File: src/rtl/vdp_pkg.sv
// Shared VDP types: VRAM grant owner encoding and arbiter defaults.
// The owner/we pair travels down the arbiter pipeline to steer the return strobes.
package vdp_pkg;

  localparam int DEF_STARVE_LIMIT = 32;

  typedef enum logic [1:0] {
    OWN_NONE = 2'd0,
    OWN_BG   = 2'd1,
    OWN_SPR  = 2'd2,
    OWN_CPU  = 2'd3
  } own_t;

  typedef struct packed {
    own_t own;
    logic we;
  } stage_t;

endpackage

File: src/rtl/vdp_vram_arbiter_if.sv
// Requester and VRAM-side signals of the VDP VRAM arbiter.
// slave = arbiter view; master = requesters plus VRAM macro view.
interface vdp_vram_arbiter_if #(
  parameter int ADDR_W = 14
);

  logic              bg_req;
  logic [ADDR_W-1:0] bg_addr;
  logic              bg_valid;

  logic              spr_req;
  logic [ADDR_W-1:0] spr_addr;
  logic              spr_valid;

  logic              cpu_req;
  logic              cpu_we;
  logic [ADDR_W-1:0] cpu_addr;
  logic [7:0]        cpu_wdata;
  logic              cpu_ack;
  logic [7:0]        cpu_rdata;

  logic [ADDR_W-1:0] vram_a;
  logic              vram_we;
  logic [7:0]        vram_wdata;
  logic [7:0]        vram_d;

  modport slave (
    input  bg_req, bg_addr, spr_req, spr_addr,
    input  cpu_req, cpu_we, cpu_addr, cpu_wdata, vram_d,
    output bg_valid, spr_valid, cpu_ack, cpu_rdata,
    output vram_a, vram_we, vram_wdata
  );

  modport master (
    output bg_req, bg_addr, spr_req, spr_addr,
    output cpu_req, cpu_we, cpu_addr, cpu_wdata, vram_d,
    input  bg_valid, spr_valid, cpu_ack, cpu_rdata,
    input  vram_a, vram_we, vram_wdata
  );

endinterface

File: src/rtl/vdp_vram_arbiter.sv
// Single-port VRAM arbiter: bg > spr > cpu, CPU promoted over spr once starved.
// Request-to-strobe latency is 2 cycles; bg is never stalled, spr/cpu wait for free slots.
module vdp_vram_arbiter
  import vdp_pkg::*;
#(
  parameter int ADDR_W       = 14,
  parameter int STARVE_LIMIT = DEF_STARVE_LIMIT
) (
  input  logic              clk,
  input  logic              rst,
  vdp_vram_arbiter_if.slave bus
);

  localparam int CNT_W = $clog2(STARVE_LIMIT + 1);

  own_t              gnt;
  logic              cpu_ok;
  logic              starved;
  logic [CNT_W-1:0]  starve_cnt;
  logic              cpu_pend;
  logic              cpu_hold;
  stage_t            st1;
  stage_t            st2;
  logic [ADDR_W-1:0] vram_a_q;
  logic              vram_we_q;
  logic [7:0]        vram_wdata_q;
  logic [7:0]        rdata_q;
  logic              ack_rd;

  // cpu_hold blocks a second grant while the same request stays high after its ack
  assign cpu_ok  = bus.cpu_req && !cpu_pend && !cpu_hold;
  assign starved = starve_cnt >= CNT_W'(STARVE_LIMIT);

  always_comb begin
    gnt = OWN_NONE;
    if (bus.bg_req) begin
      gnt = OWN_BG;
    end else if (cpu_ok && starved) begin
      gnt = OWN_CPU;
    end else if (bus.spr_req) begin
      gnt = OWN_SPR;
    end else if (cpu_ok) begin
      gnt = OWN_CPU;
    end
  end

  always_ff @(posedge clk) begin
    if (rst) begin
      st1          <= '{own: OWN_NONE, we: 1'b0};
      st2          <= '{own: OWN_NONE, we: 1'b0};
      vram_a_q     <= '0;
      vram_we_q    <= 1'b0;
      vram_wdata_q <= '0;
      rdata_q      <= '0;
      starve_cnt   <= '0;
      cpu_pend     <= 1'b0;
      cpu_hold     <= 1'b0;
    end else begin
      st1       <= '{own: gnt, we: (gnt == OWN_CPU) && bus.cpu_we};
      st2       <= st1;
      vram_we_q <= (gnt == OWN_CPU) && bus.cpu_we;

      case (gnt)
        OWN_BG:  vram_a_q <= bus.bg_addr;
        OWN_SPR: vram_a_q <= bus.spr_addr;
        OWN_CPU: begin
          vram_a_q <= bus.cpu_addr;
          if (bus.cpu_we) begin
            vram_wdata_q <= bus.cpu_wdata;
          end
        end
        default: ;
      endcase

      if (gnt == OWN_CPU) begin
        cpu_pend   <= 1'b1;
        starve_cnt <= '0;
      end else begin
        if (st2.own == OWN_CPU) begin
          cpu_pend <= 1'b0;
        end
        if (cpu_ok && !starved) begin
          starve_cnt <= starve_cnt + CNT_W'(1);
        end
      end

      cpu_hold <= (cpu_hold || (st2.own == OWN_CPU)) && bus.cpu_req;

      if (ack_rd) begin
        rdata_q <= bus.vram_d;
      end
    end
  end

  // read data arrives with the ack cycle, so it is passed through then held
  assign ack_rd         = (st2.own == OWN_CPU) && !st2.we;
  assign bus.bg_valid   = (st2.own == OWN_BG);
  assign bus.spr_valid  = (st2.own == OWN_SPR);
  assign bus.cpu_ack    = (st2.own == OWN_CPU);
  assign bus.cpu_rdata  = ack_rd ? bus.vram_d : rdata_q;
  assign bus.vram_a     = vram_a_q;
  assign bus.vram_we    = vram_we_q;
  assign bus.vram_wdata = vram_wdata_q;

endmodule

File: src/flat_wrapper.sv
// flat-port wrapper written by rule: the top's interface ports become plain ports
module vdp_vram_arbiter_flat import vdp_pkg::*;
#(
  parameter int ADDR_W       = 14,
  parameter int STARVE_LIMIT = DEF_STARVE_LIMIT
)
  (clk, rst, bus_bg_req, bus_bg_addr, bus_spr_req, bus_spr_addr, bus_cpu_req, bus_cpu_we, bus_cpu_addr, bus_cpu_wdata, bus_vram_d, bus_bg_valid, bus_spr_valid, bus_cpu_ack, bus_cpu_rdata, bus_vram_a, bus_vram_we, bus_vram_wdata);
  vdp_vram_arbiter_if #(.ADDR_W(ADDR_W)) bus_i ();
  input  logic clk;
  input  logic rst;
  input wire logic [$bits(bus_i.bg_req)-1:0] bus_bg_req;
  input wire logic [$bits(bus_i.bg_addr)-1:0] bus_bg_addr;
  input wire logic [$bits(bus_i.spr_req)-1:0] bus_spr_req;
  input wire logic [$bits(bus_i.spr_addr)-1:0] bus_spr_addr;
  input wire logic [$bits(bus_i.cpu_req)-1:0] bus_cpu_req;
  input wire logic [$bits(bus_i.cpu_we)-1:0] bus_cpu_we;
  input wire logic [$bits(bus_i.cpu_addr)-1:0] bus_cpu_addr;
  input wire logic [$bits(bus_i.cpu_wdata)-1:0] bus_cpu_wdata;
  input wire logic [$bits(bus_i.vram_d)-1:0] bus_vram_d;
  output wire logic [$bits(bus_i.bg_valid)-1:0] bus_bg_valid;
  output wire logic [$bits(bus_i.spr_valid)-1:0] bus_spr_valid;
  output wire logic [$bits(bus_i.cpu_ack)-1:0] bus_cpu_ack;
  output wire logic [$bits(bus_i.cpu_rdata)-1:0] bus_cpu_rdata;
  output wire logic [$bits(bus_i.vram_a)-1:0] bus_vram_a;
  output wire logic [$bits(bus_i.vram_we)-1:0] bus_vram_we;
  output wire logic [$bits(bus_i.vram_wdata)-1:0] bus_vram_wdata;
  assign bus_i.bg_req = bus_bg_req;
  assign bus_i.bg_addr = bus_bg_addr;
  assign bus_i.spr_req = bus_spr_req;
  assign bus_i.spr_addr = bus_spr_addr;
  assign bus_i.cpu_req = bus_cpu_req;
  assign bus_i.cpu_we = bus_cpu_we;
  assign bus_i.cpu_addr = bus_cpu_addr;
  assign bus_i.cpu_wdata = bus_cpu_wdata;
  assign bus_i.vram_d = bus_vram_d;
  assign bus_bg_valid = bus_i.bg_valid;
  assign bus_spr_valid = bus_i.spr_valid;
  assign bus_cpu_ack = bus_i.cpu_ack;
  assign bus_cpu_rdata = bus_i.cpu_rdata;
  assign bus_vram_a = bus_i.vram_a;
  assign bus_vram_we = bus_i.vram_we;
  assign bus_vram_wdata = bus_i.vram_wdata;
  vdp_vram_arbiter #(.ADDR_W(ADDR_W), .STARVE_LIMIT(STARVE_LIMIT)) u_core (.clk(clk), .rst(rst), .bus(bus_i));
endmodule
File: config.mk
export PLATFORM = sky130hd
export DESIGN_NAME = vdp_vram_arbiter_flat
export DESIGN_NICKNAME = d
export VERILOG_FILES = /design/src/rtl/vdp_pkg.sv /design/src/rtl/vdp_vram_arbiter_if.sv /design/src/rtl/vdp_vram_arbiter.sv /design/src/flat_wrapper.sv
export SDC_FILE = /design/constraint.sdc
export NUM_CORES = 1
export LEC_CHECK = 0
export BUFFER_PORTS_ARGS = -buffer_cell sky130_fd_sc_hd__buf_2
export CELL_PAD_IN_SITES_DETAIL_PLACEMENT = 0
export CELL_PAD_IN_SITES_GLOBAL_PLACEMENT = 1
export CORE_MARGIN = 5
export CORE_UTILIZATION = 34
export CTS_CLUSTER_DIAMETER = 150
export DETAILED_ROUTE_END_ITERATION = 8
export MAX_ROUTING_LAYER = met4
export PLACE_DENSITY_LB_ADDON = 0.05
export SYNTH_ARGS = -nofsm -noshare
export SYNTH_HDL_FRONTEND = slang
export SYNTH_SLANG_ARGS = --single-unit
File: constraint.sdc
create_clock -name clk -period 2.18 [get_ports clk]
set_input_delay 0.109 -clock clk [delete_from_list [all_inputs] [get_ports clk]]
set_output_delay 0.109 -clock clk [all_outputs]
set_load 0.02 [all_outputs]
; Word level (Yosys, flattened, before mapping)
; Index checks and enable logic that the tools add are counted.
[totals]
reg_bits = 44
in_bits = 64
out_inout_bits = 34
elab_cells = 42
[op_classes]
addsub = 1
n_lt_le_gt_ge = 1
eq_ne = 6
muxes = 8
n_reduce_logical = 16
[op_table]
columns = op, n
row1 = $pmux 14 s3, 1
row2 = $eq 2x2->1 const B, 4
row3 = $mux 2, 4
row4 = $mux 8, 1
row5 = $logic_and 1x1->1, 7
row6 = $add 6x1->6 const B, 1
row7 = $ge 6x6->1 const B, 1
row8 = $eq 2x1->1 const B, 2
row9 = $logic_not 1->1, 4
row10 = $reduce_bool 3->1, 1
row11 = $mux 1, 2
row12 = $reduce_and 2->1, 1
row13 = $reduce_bool 2->1, 1
row14 = $reduce_or 2->1, 1
row15 = $logic_or 1x1->1, 1

; Longest topological paths before layout
[depth]
word_depth = 9
ltp_mapped = 6
depth_no_buf = 4

; Worst setup path before layout
; OpenSTA, ideal clock, no wires.
[synth_timing]
path_kind = register to register
startpoint = register u_core.cpu_pend
endpoint = register u_core.starve_cnt[3]
setup_time_ps = 70
t_arrival_ps = 1507
t_required_ps = 2110
setup_slack_ps = 603
stages_incl_launch_ff = 6
n_path_buf = 2
period_less_slack_ps = 1577
path_cell_list = dfxtp_1 buf_6 or4b_1 buf_2 or3_1 a21oi_1
[synth_between]
elab_chain_cells = 9
word_cells_on_any_way = 11
classes_between = 1 x eq/ne / 4 x mux / 6 x reduce/logical
[synth_rtl]
columns = item, line_no
row1 = from (decl), vdp_vram_arbiter.sv:20  ; logic cpu_pend;
row2 = from (signal assigned), vdp_vram_arbiter.sv:56  ; cpu_pend <= 1'b0;
row3 = from (signal assigned), vdp_vram_arbiter.sv:76  ; cpu_pend <= 1'b1;
row4 = from (signal assigned), vdp_vram_arbiter.sv:80  ; cpu_pend <= 1'b0;
row5 = $logic_not 1->1 *, vdp_vram_arbiter.sv:31  ; assign cpu_ok = bus.cpu_req && !cpu_pend && !cpu_hold;
row6 = $logic_and 1x1->1 * (2 in series), vdp_vram_arbiter.sv:31
row7 = $mux 2, vdp_vram_arbiter.sv:42  ; end else if (cpu_ok) begin
row8 = $mux 2, vdp_vram_arbiter.sv:40  ; end else if (bus.spr_req) begin
row9 = $mux 2, vdp_vram_arbiter.sv:38  ; end else if (cpu_ok && starved) begin
row10 = $mux 2, vdp_vram_arbiter.sv:36  ; if (bus.bg_req) begin
row11 = $eq 2x2->1, vdp_vram_arbiter.sv:75  ; if (gnt == OWN_CPU) begin
row12 = $reduce_or 2->1 (no line), -
row13 = to (signal assigned), vdp_vram_arbiter.sv:83  ; starve_cnt <= starve_cnt + CNT_W'(1);
row14 = to (decl), vdp_vram_arbiter.sv:19  ; logic [CNT_W-1:0] starve_cnt;
; Every way passes the cells marked *; elsewhere a longest branch is shown, timed or not.
; A chain may end at the register's enable or synchronous reset.

; Worst setup path after layout
[layout_timing]
startpoint = register u_core.cpu_pend
endpoint = register u_core.vram_a_q[12], in the netlist u_core.bus.vram_a[12]
[layout_between]
elab_chain_cells = 9
word_cells_on_any_way = 13
classes_between = 3 x eq/ne / 5 x mux / 5 x reduce/logical
[layout_rtl]
columns = item, line_no
row1 = $logic_not 1->1 *, vdp_vram_arbiter.sv:31
row2 = $logic_and 1x1->1 * (2 in series), vdp_vram_arbiter.sv:31
row3 = $mux 2, vdp_vram_arbiter.sv:42
row4 = $mux 2, vdp_vram_arbiter.sv:40
row5 = $mux 2 *, vdp_vram_arbiter.sv:38
row6 = $mux 2 *, vdp_vram_arbiter.sv:36
row7 = $eq 2x2->1 or $eq 2x1->1 (tied branches), vdp_vram_arbiter.sv:63  ; case (gnt)
row8 = $pmux 14 s3 or $reduce_bool 3->1 (tied branches), -
row9 = to (signal assigned), vdp_vram_arbiter.sv:64  ; OWN_BG: vram_a_q <= bus.bg_addr;
row10 = to (signal assigned), vdp_vram_arbiter.sv:65  ; OWN_SPR: vram_a_q <= bus.spr_addr;
row11 = to (signal assigned), vdp_vram_arbiter.sv:67  ; vram_a_q <= bus.cpu_addr;
row12 = to (decl), vdp_vram_arbiter.sv:24  ; logic [ADDR_W-1:0] vram_a_q;
; Marks and branches as above.

==> key figures <==
Yosys
  • Post-synth top area cell: dfxtp_1
  • Syn nets: around 280
  • Synth cell count leaders: 44 x dfxtp_1, 20 x nand2_1, 16 x nor4b_1, 15 x clkbuf_1
  • Number of synthesized flops with an enable pin: 0
  • Syn Inst Count: 216
  • Post-synth top area share: 0.415
  • Commonest register cell after synthesis: dfxtp_1
  • Asr flop ratio synth: 0
  • Most frequent cell after synthesis: dfxtp_1
  • Syn. warnings: 0
  • Post-Syn Area: 0.00212 sq mm
  • Leading post-synthesis cells by cell area: dfxtp_1 41%, a32o_1 6.6%, nor4b_1 6.6%
  • Register area share after synthesis: 0.415
  • Netlist cell types: 35
  • Syn_area_per_cell: ~10 sq um
  • #FFs+latches synth: 44

Power
  • Clock share of power: 0.316
  • Tot Pwr: 1660 uW
  • Cell area power density: 602 mW/mm^2
  • Comb pwr share: 0.168
  • Sequential share of power: 0.516
  • LEAKAGE: 0.00122 uW
  • NetSw: 462 uW
  • Int Pwr: 1200 uW
  • Switch share: 0.279
  • Max VDD drop: 0.397 mV

Global route
  • First-pass GRT wire length: 9400 microns
  • GRT Total Usage: 0.154
  • Vias in the first global route: 1979
  • Grt total ovfl: 0
  • Antenna violations before repair: 0
  • Largest net degree at the start of global routing: 29

Worst hold path
  • Hold Startpoint: rst
  • Worst Hold End: u_core.cpu_pend
  • Hold path cells: 2
  • Worst hold path type: in -> reg

Placed design
  • Final RePlAce weighted congestion: 0.683
  • Port Buf Inserts: 97
  • DP HPWL: 4280 microns
  • Placed Area: 0.00266 sq mm

Final layout
  • Final nets: between 300 and 400
  • P&R area growth vs syn: 29.6%
  • Fillers: 619
  • Share of cells above drive strength 1: 0.439
  • FF+latch area: slightly below 900 sq um
  • Footprint of the multi-input gates: 0.00112 sq mm
  • Antenna Cells: 0
  • Post-route cell area: 0.00275 sq mm

Run status
  • Outcome: finished, final reports clean

Die
  • Cell Rows: 28
  • I/O pins: slightly below 100
  • Core Region: about 0.006 sq mm
  • Die Wd: 89.0 microns
  • Initial Util: 0.354
  • Die height: 89.0 microns
  • Die footprint: 0.00793 sq mm

Detailed routing
  • DRT Wirelength: 6000 microns
  • Uppermost layer routed: met4
  • M1 WL: 2740 microns
  • DR vias/cell: 5.25
  • DR WL/cell: 15.8 microns
  • Met2 wire length: 2750 microns
  • Metal3 WL: roughly 460 microns
  • DR pass1 iterations: 4
  • Routed Antenna Nets: 0
  • Iteration-0 DRC Markers: 113
  • Via total after detailed routing: roughly 2000
  • Post-route DRC: 0

Critical path
  • CP Launch Type: register
  • CP Capture Type: register
  • CP max FO: 14
  • R2r startpoint: u_core.cpu_pend
  • Kind of critical path: reg -> reg
  • R2r worst-path depth: 4
  • Worst Path Required: ~2.4 ns
  • Reg2reg setup slack: 0.44 ns
  • Reg2reg end: u_core.bus.vram_a[12]
  • CP arrival: 1.93 ns

CTS
  • Num Clock Sinks: 44
  • Clock Tree Root: clkbuf_8
  • Clock buffer count from CTS: 5
  • CTS H-tree lvls: 2
  • Buffer count from post-CTS setup fixing: 0
  • Clk_lat worst skew: 0.30 ns
  • CTS tree: yes
  • PostCTS Resize Cnt: 0
  • Hold_buf cts: 0
  • Clock transition at path regs: 0.09 ns
  • Clock Tree Buf Depth: 2

STA
  • Layout Skew: ~0.0093 ns
  • Final Slew Violations: 0
  • Setup violations, final: 0
  • RSZ-0062 raised after global routing: no
  • Max Freq: 0.575 GHz
  • Final Hold Fails: 0
  • Slew HR: 0.316
  • Slew @ Worst Pin: 1.02 ns
  • WHS: around 0.032 ns
  • Tmin final: 1.74 ns
  • Final Cycle Share: 0.798
  • Final setup TNS: 0 ns

Run
  • Max cap viols: 0
==> worst max path at each step <==
stage                               start                     to  slack [ns]  cells after the start
after detailed placement      bus_spr_req   u_core.bus.vram_a[0]        0.33                      4
after global routing      u_core.cpu_pend  u_core.bus.vram_a[10]        0.32                      4
final                     u_core.cpu_pend  u_core.bus.vram_a[12]        0.44                      4
after CTS                 u_core.cpu_pend   u_core.bus.vram_a[6]        0.42                      4
after global placement        bus_spr_req  u_core.bus.vram_a[13]        0.37                      4
after floorplan           u_core.cpu_pend   u_core.starve_cnt[3]        0.60                      5
==> worst max-delay path, stage by stage, from the launching register on <==
cell and delay [ns]:
dfxtp_1 0.49, nor3b_1 0.09, buf_4 0.15, or3_1 0.53
o221a_2 0.36
==> cells in the final DEF (no fill, tap or decap), types with 6 or more instances in the layout <==
| cell type | n |
|---|---|
| buf_2 | 97 |
| mux2_2 | 8 |
| nor4b_1 | 15 |
| nand2_1 | 20 |
| o221a_2 | 11 |
| mux2i_1 | 8 |
| and2_1 | 10 |
| buf_4 | 8 |
| a21oi_1 | 6 |
| a211oi_1 | 14 |
| dfxtp_1 | 44 |
| a32o_1 | 14 |
| nor2b_1 | 7 |
==> metrics by stage <==
stage,std cells,setup WS (ns),utilization
2_1_floorplan,216,0.603,-
3_3_place_gp,372,0.370,0.444
3_5_place_dp,372,0.334,0.444
4_1_cts,380,0.415,0.459
5_1_grt,380,0.320,0.459
6_report,380,0.440,0.459
==> power by group through the flow <==
stage | logic (uW) | registers [uW] | clock network [uW]
after floorplan | 141 | 900 | 0
after global placement | 282 | 875 | 0
after detailed placement | 282 | 874 | 0
after CTS | 283 | 856 | 556
after global routing | 307 | 860 | 583
final | 278 | 856 | 524
==> flip-flops by register name (all words and copies together) (netlist names) <==
register	flops
u_core.st2	3
u_core.bus.vram_wdata	8
u_core.cpu_pend	1
u_core.rdata_q	8
u_core.starve_cnt	6
u_core.bus.vram_a	14
u_core.bus.vram_we	1
u_core.cpu_hold	1
u_core.st1	2
==> cell type report <==
| type | count | area share |
|---|---|---|
| tap | 75 | 0.0341 |
| clock buffer | 5 | 0.0250 |
| timing repair buffer | 105 | 0.198 |
| multi-input combinational | 144 | 0.409 |
| inverter | 4 | 0.00545 |
| sequential | 44 | 0.320 |
| clock inverter | 3 | 0.00864 |
==> cell families (layout without fill, tap and decap cells) <==
kind of cell,count (synthesis),after routing,synth area share
flip-flops,44,44,0.415
buffers and inverters,28,117,0.0583
AND/OR/NAND/NOR,71,71,0.206
adder cells (fa/ha/maj),2,2,0.0118
AO/OA/AOI/OAI,55,55,0.229
multiplexers,16,16,0.0801
==> per-layer routing <==
layer,vias up,GRT usage
met5,-,-
met4,0,0.0406
met3,5,0.0396
met2,65,0.242
met1,931,0.197
li1,994,-
(Power assumes the default switching activity.)
